[src/rtl/sbox_share_arbiter_pkg.sv]
// sbox_share_arbiter_pkg
//   Shared definitions for the S-box sharing arbiter: arbiter state
//   encoding, the substitution word width and the requester-index width
//   helper used to size grant/pointer/response-id fields.
package sbox_share_arbiter_pkg;

  localparam int WORD_W = 32;

  typedef enum logic {
    ST_IDLE  = 1'b0,
    ST_BURST = 1'b1
  } state_e;

  // Index width for n requesters, never narrower than one bit so that a
  // single-bit id port still exists for the smallest configuration.
  function automatic int id_width(input int n);
    int w;
    w = $clog2(n);
    return (w < 1) ? 1 : w;
  endfunction

endpackage

[src/rtl/sbox_share_arbiter_rr_picker.sv]
// sbox_share_arbiter_rr_picker
//   Combinational round-robin first-valid finder. Scans requesters in the
//   order rr_ptr_i, rr_ptr_i+1, ... (wrapping at NUM_REQ) and returns the
//   first one whose valid bit is set.
//
// Ports:
//   req_valid_i  in   NUM_REQ  per-requester valid
//   rr_ptr_i     in   ID_W     index the scan starts from
//   idx_o        out  ID_W     chosen requester (0 when none found)
//   found_o      out  1        at least one requester is valid
module sbox_share_arbiter_rr_picker
  import sbox_share_arbiter_pkg::*;
#(
  parameter int NUM_REQ = 2,
  parameter int ID_W    = 1
) (
  input  logic [NUM_REQ-1:0] req_valid_i,
  input  logic [ID_W-1:0]    rr_ptr_i,
  output logic [ID_W-1:0]    idx_o,
  output logic               found_o
);

  // One extra bit so pointer+offset can exceed NUM_REQ-1 before wrapping.
  logic [ID_W:0] cand;

  always_comb begin
    idx_o   = '0;
    found_o = 1'b0;
    cand    = '0;
    for (int off = 0; off < NUM_REQ; off++) begin
      cand = {1'b0, rr_ptr_i} + (ID_W+1)'(off);
      if (cand >= (ID_W+1)'(NUM_REQ)) begin
        cand = cand - (ID_W+1)'(NUM_REQ);
      end
      if (!found_o && req_valid_i[cand[ID_W-1:0]]) begin
        idx_o   = cand[ID_W-1:0];
        found_o = 1'b1;
      end
    end
  end

endmodule

[src/rtl/sbox_share_arbiter.sv]
// sbox_share_arbiter
//   Shares one external 32-bit S-box word-substitution unit between
//   NUM_REQ requesters. Requesters win the unit round-robin for bursts of
//   1..MAX_BEATS words; the substituted word is captured in a one-entry
//   response buffer tagged with the owning requester and a last flag.
//
// Ports:
//   clk        in   1            clock, rising edge
//   reset_n    in   1            synchronous active-low reset
//   req_valid  in   NUM_REQ      per-requester word valid
//   req_word   in   32*NUM_REQ   requester i at [32*i+31:32*i]
//   req_last   in   NUM_REQ      final word of requester's burst
//   req_ready  out  NUM_REQ      per-requester accept, at most one high
//   sbox_in    out  32           word presented to the substitution unit
//   sbox_out   in   32           substituted word (combinational)
//   rsp_valid  out  1            response buffer full
//   rsp_word   out  32           substituted word
//   rsp_id     out  ID_W         owner of rsp_word
//   rsp_last   out  1            final word of burst (requester or forced)
//   rsp_ready  in   1            downstream accepts the response
//
// Optional feature, macro SBOX_SHARE_ARBITER_STATS_EN:
//   stat_beats   out  32  accepted beats, saturating
//   stat_forced  out  16  bursts cut at MAX_BEATS without req_last, saturating
module sbox_share_arbiter
  import sbox_share_arbiter_pkg::*;
#(
  parameter  int NUM_REQ   = 2,
  parameter  int MAX_BEATS = 4,
  localparam int ID_W      = id_width(NUM_REQ)
) (
  input  logic                      clk,
  input  logic                      reset_n,
  input  logic [NUM_REQ-1:0]        req_valid,
  input  logic [WORD_W*NUM_REQ-1:0] req_word,
  input  logic [NUM_REQ-1:0]        req_last,
  output logic [NUM_REQ-1:0]        req_ready,
  output logic [WORD_W-1:0]         sbox_in,
  input  logic [WORD_W-1:0]         sbox_out,
  output logic                      rsp_valid,
  output logic [WORD_W-1:0]         rsp_word,
  output logic [ID_W-1:0]           rsp_id,
  output logic                      rsp_last,
  input  logic                      rsp_ready
`ifdef SBOX_SHARE_ARBITER_STATS_EN
  ,
  output logic [31:0]               stat_beats,
  output logic [15:0]               stat_forced
`endif
);

  localparam int                CNT_W     = $clog2(MAX_BEATS) + 1;
  localparam logic [CNT_W-1:0]  LAST_BEAT = CNT_W'(MAX_BEATS - 1);
  localparam logic [ID_W-1:0]   LAST_ID   = ID_W'(NUM_REQ - 1);

  state_e              state_q, state_d;
  logic [ID_W-1:0]     grant_q, grant_d;
  logic [ID_W-1:0]     rr_ptr_q, rr_ptr_d;
  logic [CNT_W-1:0]    beat_cnt_q, beat_cnt_d;
  logic                rsp_valid_q, rsp_valid_d;
  logic [WORD_W-1:0]   rsp_word_q, rsp_word_d;
  logic [ID_W-1:0]     rsp_id_q, rsp_id_d;
  logic                rsp_last_q, rsp_last_d;

  logic [ID_W-1:0]     pick_idx;
  logic                pick_found;
  logic                can_accept;
  logic                beat_acc;
  logic                forced_last;
  logic                beat_last;
  logic [WORD_W-1:0]   granted_word;
  logic [ID_W-1:0]     next_ptr;

  sbox_share_arbiter_rr_picker #(
    .NUM_REQ (NUM_REQ),
    .ID_W    (ID_W)
  ) u_picker (
    .req_valid_i (req_valid),
    .rr_ptr_i    (rr_ptr_q),
    .idx_o       (pick_idx),
    .found_o     (pick_found)
  );

  // A beat can only be taken when the response buffer is empty or is
  // being drained in this same cycle.
  assign can_accept   = !rsp_valid_q || rsp_ready;
  assign granted_word = req_word[int'(grant_q)*WORD_W +: WORD_W];
  assign beat_acc     = (state_q == ST_BURST) && req_valid[grant_q] && can_accept;
  assign forced_last  = (beat_cnt_q == LAST_BEAT);
  assign beat_last    = req_last[grant_q] || forced_last;
  assign next_ptr     = (grant_q == LAST_ID) ? '0 : grant_q + 1'b1;

  // Next-state and output decode. The grant is held through the whole
  // burst even if the owner drops valid, so bursts never interleave.
  always_comb begin
    state_d     = state_q;
    grant_d     = grant_q;
    rr_ptr_d    = rr_ptr_q;
    beat_cnt_d  = beat_cnt_q;
    rsp_valid_d = rsp_valid_q;
    rsp_word_d  = rsp_word_q;
    rsp_id_d    = rsp_id_q;
    rsp_last_d  = rsp_last_q;
    req_ready   = '0;
    sbox_in     = '0;

    if (rsp_valid_q && rsp_ready) begin
      rsp_valid_d = 1'b0;
    end

    case (state_q)
      ST_IDLE: begin
        // The arbitration cycle itself never accepts a word.
        if (pick_found) begin
          grant_d = pick_idx;
          state_d = ST_BURST;
        end
      end
      ST_BURST: begin
        req_ready[grant_q] = can_accept;
        sbox_in            = granted_word;
        if (beat_acc) begin
          rsp_valid_d = 1'b1;
          rsp_word_d  = sbox_out;
          rsp_id_d    = grant_q;
          rsp_last_d  = beat_last;
          if (beat_last) begin
            beat_cnt_d = '0;
            rr_ptr_d   = next_ptr;
            state_d    = ST_IDLE;
          end else begin
            beat_cnt_d = beat_cnt_q + 1'b1;
          end
        end
      end
      default: begin
        state_d = ST_IDLE;
      end
    endcase
  end

  // State and response buffer registers; reset also discards any
  // in-flight burst and buffered response.
  always_ff @(posedge clk) begin
    if (!reset_n) begin
      state_q     <= ST_IDLE;
      grant_q     <= '0;
      rr_ptr_q    <= '0;
      beat_cnt_q  <= '0;
      rsp_valid_q <= 1'b0;
      rsp_word_q  <= '0;
      rsp_id_q    <= '0;
      rsp_last_q  <= 1'b0;
    end else begin
      state_q     <= state_d;
      grant_q     <= grant_d;
      rr_ptr_q    <= rr_ptr_d;
      beat_cnt_q  <= beat_cnt_d;
      rsp_valid_q <= rsp_valid_d;
      rsp_word_q  <= rsp_word_d;
      rsp_id_q    <= rsp_id_d;
      rsp_last_q  <= rsp_last_d;
    end
  end

  assign rsp_valid = rsp_valid_q;
  assign rsp_word  = rsp_word_q;
  assign rsp_id    = rsp_id_q;
  assign rsp_last  = rsp_last_q;

`ifdef SBOX_SHARE_ARBITER_STATS_EN
  logic [31:0] stat_beats_q;
  logic [15:0] stat_forced_q;

  // A termination counts as forced only when the requester did not flag
  // the word as last itself.
  always_ff @(posedge clk) begin
    if (!reset_n) begin
      stat_beats_q  <= '0;
      stat_forced_q <= '0;
    end else begin
      if (beat_acc && (stat_beats_q != '1)) begin
        stat_beats_q <= stat_beats_q + 32'd1;
      end
      if (beat_acc && forced_last && !req_last[grant_q] && (stat_forced_q != '1)) begin
        stat_forced_q <= stat_forced_q + 16'd1;
      end
    end
  end

  assign stat_beats  = stat_beats_q;
  assign stat_forced = stat_forced_q;
`endif

endmodule

[config.mk]
export PLATFORM = sky130hd
export DESIGN_NAME = sbox_share_arbiter
export DESIGN_NICKNAME = d
export VERILOG_FILES = /design/src/rtl/sbox_share_arbiter_pkg.sv /design/src/rtl/sbox_share_arbiter_rr_picker.sv /design/src/rtl/sbox_share_arbiter.sv
export SDC_FILE = /design/constraint.sdc
export NUM_CORES = 1
export LEC_CHECK = 0
export CAP_MARGIN = 20
export CORE_ASPECT_RATIO = 0.75
export CORE_MARGIN = 10
export CORE_UTILIZATION = 31
export DETAILED_ROUTE_END_ITERATION = 10
export HOLD_SLACK_MARGIN = 0.03
export PLACE_DENSITY = 0.82
export SYNTH_ARGS = -nofsm -noshare
export SYNTH_HDL_FRONTEND = slang
export SYNTH_SLANG_ARGS = --single-unit
[constraint.sdc]
create_clock -name clk -period 1.32 [get_ports clk]
set_input_delay 0.264 -clock clk [delete_from_list [all_inputs] [get_ports clk]]
set_output_delay 0.264 -clock clk [all_outputs]
set_load 0.1 [all_outputs]
# == Word level (Yosys, flattened, before mapping) ==
# Cells that the tools add are included.
# word_totals
register_bits,41
input_bits,103
elab_cells,62
# op_classes
addsub,5
magnitude_cmp,6
n_eq_ne,1
n_shift,1
muxes,27
n_bitwise,2
n_reduce_logical,12
# ops
op,count
$shiftx A64 B7 Y32,1
$mux W32,1
$mux W1,22
$lt A1 B2 Y1 const B,3
$logic_and A1 B1 Y1,5
$reduce_and A2 Y1,2
$add A3 B1 Y3 const B,1
$eq A3 B2 Y1 const B,1
$mux W3,1
$reduce_and A3 Y1,1
$add A1 B1 Y2 const B,1
$and A2 B2 Y2,1
$ge A1 B2 Y1 const B,1
$ge A2 B2 Y1 const B,1
$logic_not A1 Y1,2
$logic_or A1 B1 Y1,2
$mux W2,1
$pmux W1 S2,1
$sub A1 B1 Y1 const B,2
$add A1 B1 Y1 const B,1
$demux W1 S1,1
$ge A1 B1 Y1 const B,1
$not A1 Y1,1

# == Depth between registers and ports, before layout ==
# Gate-level depths: netlist of run 1.
# depth
depth_word,10
depth_mapped,6
depth_no_buf,4

# == Modules after synthesis ==
# From an unflattened synthesis of run 1, not the netlist that was laid out.
# unflattened
hier_cells,280
area_unflattened_um2,2353.5
# modules_own_cells
module,n_inst,cells_per_inst,area_per_inst_um2
sbox_share_arbiter,1,277,2336.0
sbox_share_arbiter_rr_picker,1,3,17.5

# == Worst setup path before layout of run 1 ==
# Ideal clock, no wire load.
# synth_timing
path_kind,register to output
startpoint,"register rsp_valid_q, in the netlist rsp_valid"
endpoint,output req_ready[0]
arrival_time_ns,3.299
required_time_ns,1.056
slack_ns,-2.243
path_stages_with_launch,5
path_buffers,2
cell_sequence,dfxtp_1 -> nor2b_1 -> clkbuf_1 -> buf_2 -> nor3_1
# synth_via
elab_chain_len,4
# synth_lines
element,line_no,source
start: declaration,sbox_share_arbiter.sv:60,"logic rsp_valid_q, rsp_valid_d;"
start signal: assignment,sbox_share_arbiter.sv:159,rsp_valid_q <= rsp_valid_d;
$logic_not A1 Y1,sbox_share_arbiter.sv:86,assign can_accept = !rsp_valid_q || rsp_ready;
$logic_or A1 B1 Y1,sbox_share_arbiter.sv:86,
$and A2 B2 Y2 (no line),-,
$mux W2,sbox_share_arbiter.sv:111,case (state_q)
end: declaration,sbox_share_arbiter.sv:37,"output logic [NUM_REQ-1:0] req_ready,"
# No other way between the ends.

# == Worst setup path in the final report of run 1 ==
# layout_timing
startpoint,register grant_q
endpoint,output sbox_in[29]
# layout_via
elab_chain_len,2
# layout_lines
element,line_no,source
start: declaration,sbox_share_arbiter.sv:57,"logic [ID_W-1:0] grant_q, grant_d;"
start signal: assignment,sbox_share_arbiter.sv:156,grant_q <= grant_d;
$shiftx A64 B7 Y32,sbox_share_arbiter.sv:87,assign granted_word = req_word[int'(grant_q)*WORD_W +: WORD_W];
$mux W32,sbox_share_arbiter.sv:111,
end: declaration,sbox_share_arbiter.sv:38,"output logic [WORD_W-1:0] sbox_in,"
# No other way between the ends.

==> qor.csv, run 1 <==
metric;value;unit
synth_top_area_share;0.3514;
dr.first_iter.drc_count;414;
ys_ff_latch;41;
area.growth.synth_to_final;181.9;%
slew_viol_final;0;
drive_gt1_frac;0.5466;
grt_usage;0.2823;
synth_flop_cell;dfxtp_1;
yosysTopAreaCell;dfxtp_1;
wl_per_cell;33.92;microns
synth_area_leaders;dfxtp_1, mux2i_1, o31ai_1, nand4_1, a21oi_1;
syn_area_per_cell;8.403;sq um
failed_checks;negative setup slack;
htree_levels;2;
yosysSeqAreaShare;0.3514;
viasPerCell;6.449;
fin_ws;-0.4808;ns
die_y;95.18;microns
cts_buffer_depth;2;
power.share.clock;0.147;
crit_arrival;1.54;ns
insertion_delay;0.30;ns
dieArea;0.01144;sq mm
hpwl;9398;microns
layout.nets;577;
fin_area;0.006585;sq mm
firstDrtPassIters;5;
holdPathStages;2;
worstRegToRegCells;8;
clkSlewWorstSetupHoldPaths;0.09;ns
fin_crit_sh;1.364;
yosys_warnings;0;
switching_share;0.4595;
leakagePower;0.002264;uW
worst_pin_slew;0.5352;ns
p_seq_frac;0.250;
die_w;120.2;microns
cts-root-buf;clkbuf_8;
portBuffers;171;
fp.coreArea;0.007331;sq mm
num_rows;27;
cts_tree;done;
grt_pass1_vias;3618;
slew_headroom;0.6432;
numCtsBuffers;5;
grt_max_degree;32;
max_cap_violations;0;
rsz0062_at_grt;true;
skew;0.01236;ns
clkSinkCount;41;
grt_pass1_wl;24410;microns
comb_power_share;0.603;
required;1.06;ns
antenna_found_initial;1;
drcViolationCount;0;
initial_core_util;0.3187;
status;complete, but fails checks;
hp-class;reg2reg;
gp_congestion;0.8659;
path_max_fanout;13;
antenna_left;0;
num_vias;3702;
async_reset_ff_frac;0;
ir_drop;0.4800;mV
fin_crit;1.801;ns
hold_viol_final;0;
synth_nets;383;
hold_buffers;0;
p_per_area;863.8;mW/mm^2
synth_edf_count;0;
grt_overflow;0;
crit_type;reg2out;
fillerInstances;246;
setup_viol;75;
cp-end-kind;primary output;
synthesis.area;0.002336;sq mm
num_io_pins;172;
cp-start-kind;register;
dpl_cell_area;0.005269;sq mm
fmax;555.3;MHz
intPower;3074;uW
whs;0.5372;ns
yosysUniqueCellTypes;30;
drt-total-wl;19470;microns
synthCells;278;
p_switching;2614;uW
worst max-delay path, cell delays in order (launching register included):
cell	delay, ns
dfxtp_4	0.40
buf_12	0.18
mux2i_1	0.37
nor2_4	0.09
buf_12	0.18
kinds of logic (layout without fill, tap and decap cells):
| group | after synthesis | in the layout | share of synthesized area |
|---|---|---|---|
| buffers and inverters | 42 | 235 | 0.08677 |
| adders and majority gates | 2 | 2 | 0.01071 |
| and+or+nand+nor | 77 | 77 | 0.1644 |
| DFF | 41 | 41 | 0.3514 |
| other | 0 | 1 | 0 |
| muxes | 36 | 37 | 0.1623 |
| AOI/OAI and AO/OA | 80 | 80 | 0.2244 |
what timing repair did:
| item | 4_1_cts | 5_1_grt |
|---|---|---|
| gates resized for setup | 92 | 62 |
| gates cloned | 10 | 0 |
| setup endpoints to repair | 74 | 74 |
| setup buffers | 12 | 6 |
| pin swaps | 32 | 28 |
metrics by stage:
step / cells / setup WS (ns) / power [uW] / TNS [ns] / util
after floorplan: 278 / -0.6285 / 2977 / -10.17 / -
after global routing: 574 / -0.5474 / 5759 / -27.50 / 0.8983
after global placement: 539 / -0.2700 / 4049 / -13.27 / 0.7187
after detailed placement: 539 / -0.3789 / 4099 / -16.34 / 0.7187
after CTS: 568 / -0.3719 / 5304 / -19.85 / 0.8467
final: 574 / -0.4808 / 5688 / -26.10 / 0.8983
registers in the layout, summed over array words and instances (netlist names):
signal	flops
rsp_id	1
beat_cnt_q	3
grant_q	1
rsp_last	1
rsp_word	32
rsp_valid	1
state_q	1
rr_ptr_q	1
per-layer routing:
metal	GRT usage	vias up	wire length (microns)
li1	-	1452	-
met1	0.3024	1863	6862
met5	0	-	0
met3	0.06553	95	1458
met4	0.1263	0	1138
met2	0.5256	292	10010
cells in the mapped netlist (2+ instances only):
cell type and n:
nand4_1 33, buf_4 4, inv_1 5, o31ai_1 33, a21oi_1 35, a31oi_1 3, dfxtp_1 41, buf_1 7
nor3_1 2, nor2_1 35, mux2i_1 33, ha_1 2, buf_6 2, nand2b_1 2, clkbuf_1 12, nand2_1 3
a41o_1 2, buf_2 12
layout make-up:
type | count | area [sq um] | share of cell area
Timing Repair Buffer | 223 | 3161 | 0.4800
Multi-Input combinational cell | 196 | 2360 | 0.3584
Sequential cell | 41 | 832.0 | 0.1264
Tap cell | 101 | 126.4 | 0.01919
Clock buffer | 6 | 72.57 | 0.01102
Inverter | 5 | 26.28 | 0.003990
Clock inverter | 1 | 5.005 | 0.0007600
Antenna cell | 1 | 2.502 | 0.0003800
cells in the final DEF (no fill, tap or decap), types with 2 or more instances in the layout:
master           count
mux2_4               3
a41o_1               2
mux2i_1              7
buf_8                2
a21oi_1             15
nand4_1             33
nor3_4               2
clkdlybuf4s50_1    101
inv_1                4
a31oi_4              3
a21oi_2             19
clkbuf_8             5
mux2i_2             16
buf_4               23
buf_6                7
buf_12              80
nand2_1              3
buf_16               7
nor2_1               3
o31ai_4             28
mux2i_4             11
bufbuf_16            2
o31ai_2              5
dfxtp_1             38
nor2_4              32
ha_1                 2
dfxtp_4              3
worst paths after layout:
kind                            slack, ns          from      endpoint
worst max-delay path                -0.48       grant_q   sbox_in[29]
worst min-delay path                 0.54  rsp_word[18]  rsp_word[18]
worst max register to register      -0.43       grant_q   rsp_word[8]
worst min register to register       0.54  rsp_word[18]  rsp_word[18]
power by group through the flow:
stage	clock network, uW	registers (uW)	logic, uW
after floorplan	0	1770	1200
after global placement	0	1400	2640
after detailed placement	0	1410	2690
after CTS	783	1400	3120
after global routing	868	1430	3470
final	837	1420	3430
Note: power is estimated with default switching activity, not from simulation.
==> run 2: changes to the inputs <==
- CORE_MARGIN: 10 -> 4
- GPL_TIMING_DRIVEN: not set -> 1
- PLACE_DENSITY: 0.82 -> 0.75
==> qor.csv, run 2 (same netlist as run 1, synthesis figures left out) <==
metric;value;unit;change
antenna_found_initial;0;;-1
fillerInstances;356;;+45%
viasPerCell;5.704;;-12%
dpl_cell_area;0.005329;sq mm;+1.1%
setup_viol;74;;-1.3%
fp.coreArea;0.007331;sq mm;unchanged
cts-root-buf;clkbuf_8;;
path_max_fanout;5;;-8
numCtsBuffers;5;;unchanged
setup_tns;-24.27;ns;+1.825 ns
n_antenna_cell;0;;-1
p_per_area;862.6;mW/mm^2;-0.14%
insertion_delay;0.29;ns;about the same
fin_ws;-0.4697;ns;+0.01114 ns
failed_checks;negative setup slack;;
max_cap_violations;0;;unchanged
status;complete, but fails checks;;
fin_crit_sh;1.356;;-0.008442
layout.nets;571;;-1.0%
firstDrtPassIters;5;;unchanged
layout_commonest_cell;clkdlybuf4s50_1;;
cp-start-kind;register;;
drcViolationCount;0;;unchanged
initial_core_util;0.3187;;unchanged
rsz0062_at_grt;true;;
antenna_left;0;;unchanged
grt_pass1_wl;18850;microns;-23%
hold_viol_final;0;;unchanged
num_vias;3240;;-12%
grt_usage;0.2669;;-0.01541
slew_viol_final;0;;unchanged
final_core_util;0.8384;;-0.05991
largest_reg_flops;32;;unchanged
cts_buffer_depth;2;;unchanged
hpwl;7910;microns;-16%
gp_congestion;0.8218;;-5.1%
required;1.06;ns;about the same
ff_latch_area;829.5;sq um;-0.30%
area.growth.synth_to_final;163.1;%;
die_y;83.18;microns;-13%
slew_headroom;0.7063;;+0.06307
dieArea;0.009002;sq mm;-21%
htree_levels;2;;unchanged
drt-total-wl;13540;microns;-30%
clkSlewWorstSetupHoldPaths;0.08;ns;about the same
skew;0.001670;ns;-0.01069 ns
cp-end-kind;primary output;;
dr.first_iter.drc_count;176;;-57%
grt_pass1_vias;3426;;-5.3%
num_io_pins;172;;unchanged
grt_overflow;0;;unchanged
crit_arrival;1.53;ns;about the same
hp-class;in2reg;;
fin_area;0.006146;sq mm;-6.7%
num_rows;27;;unchanged
wl_per_cell;23.85;microns;-30%
clkSinkCount;41;;unchanged
cts_tree;done;;
ir_drop;0.4873;mV;+1.5%
worst_pin_slew;0.4313;ns;-0.1038 ns
multi_input_area;0.002073;sq mm;-12%
final_cell_mix;clkdlybuf4s50_1, buf_12, dfxtp_1;;
drive_gt1_frac;0.4668;;-0.07980
grt_max_degree;28;;-13%
leakagePower;0.002187;uW;-3.4%
crit_type;reg2out;;
fin_crit;1.790;ns;-0.01114 ns
portBuffers;171;;unchanged
hold_buffers;0;;unchanged
die_w;108.2;microns;-10%
fmax;558.8;MHz;+0.62%
post-place-ws;-0.3470;ns;+0.03192 ns
[run 2: changes by cell type in the layout (fill, tap and decap cells not counted), sizes merged]
cell	change
buf	-6
clkinv	+1
bufbuf	-2
dlymetal6s2s	+1
dlygate4sd2	-1
diode	-1
clkbuf	+2
[run 2: through the flow]
step           hold WS [ns]  cells  power (uW)
2_1_floorplan        0.4089    278        2977
3_3_place_gp         0.4491    547        4067
3_5_place_dp         0.4718    547        4104
4_1_cts              0.4832    565        5126
5_1_grt              0.4371    568        5432
6_report             0.4323    568        5301
[run 2: cell type report]
class,instances,share of cell area
tap,101,0.02056
multi-input combinational,196,0.3373
inverter,5,0.003461
sequential,41,0.1350
clock buffer,6,0.01181
timing repair buffer,217,0.4902
clock inverter,2,0.001629
[run 2: per-layer routing]
layer / global-route usage / vias to the layer above / routed length (microns)
met1: 0.2938 / 1612 / 4748
met2: 0.5056 / 178 / 7597
met4: 0.07913 / 0 / 391
li1: - / 1422 / -
met5: 0 / - / 0
met3: 0.05672 / 28 / 805
[run 2: worst max-delay path: stages (launching register included)]
cell and delay, ns:
dfxtp_4 0.39, buf_6 0.12, clkbuf_16 0.17, mux2i_2 0.30, nor2_4 0.08, buf_12 0.17
[run 2: worst paths after layout]
kind	startpoint	to	slack, ns	cells past startpoint
max reg2reg	grant_q	rsp_word[2]	-0.33	6
max	grant_q	sbox_in[27]	-0.47	5
min reg2reg	rr_ptr_q	rr_ptr_q	0.48	2
min	req_valid[1]	rsp_id	0.43	3
[run 2: repair_timing]
item,4_1_cts,5_1_grt
setup buffers,5,2
cloned,5,2
pin swaps,22,41
setup endpoints to repair,74,74
gates resized for setup,62,38
[run 2: power by group]
group / leakage (uW) / total, uW / switching, uW / internal [uW]
clock network: 0.0000450 / 808 / 441 / 367
logic: 0.00181 / 3110 / 1800 / 1300
registers: 0.000336 / 1390 / 83.3 / 1300
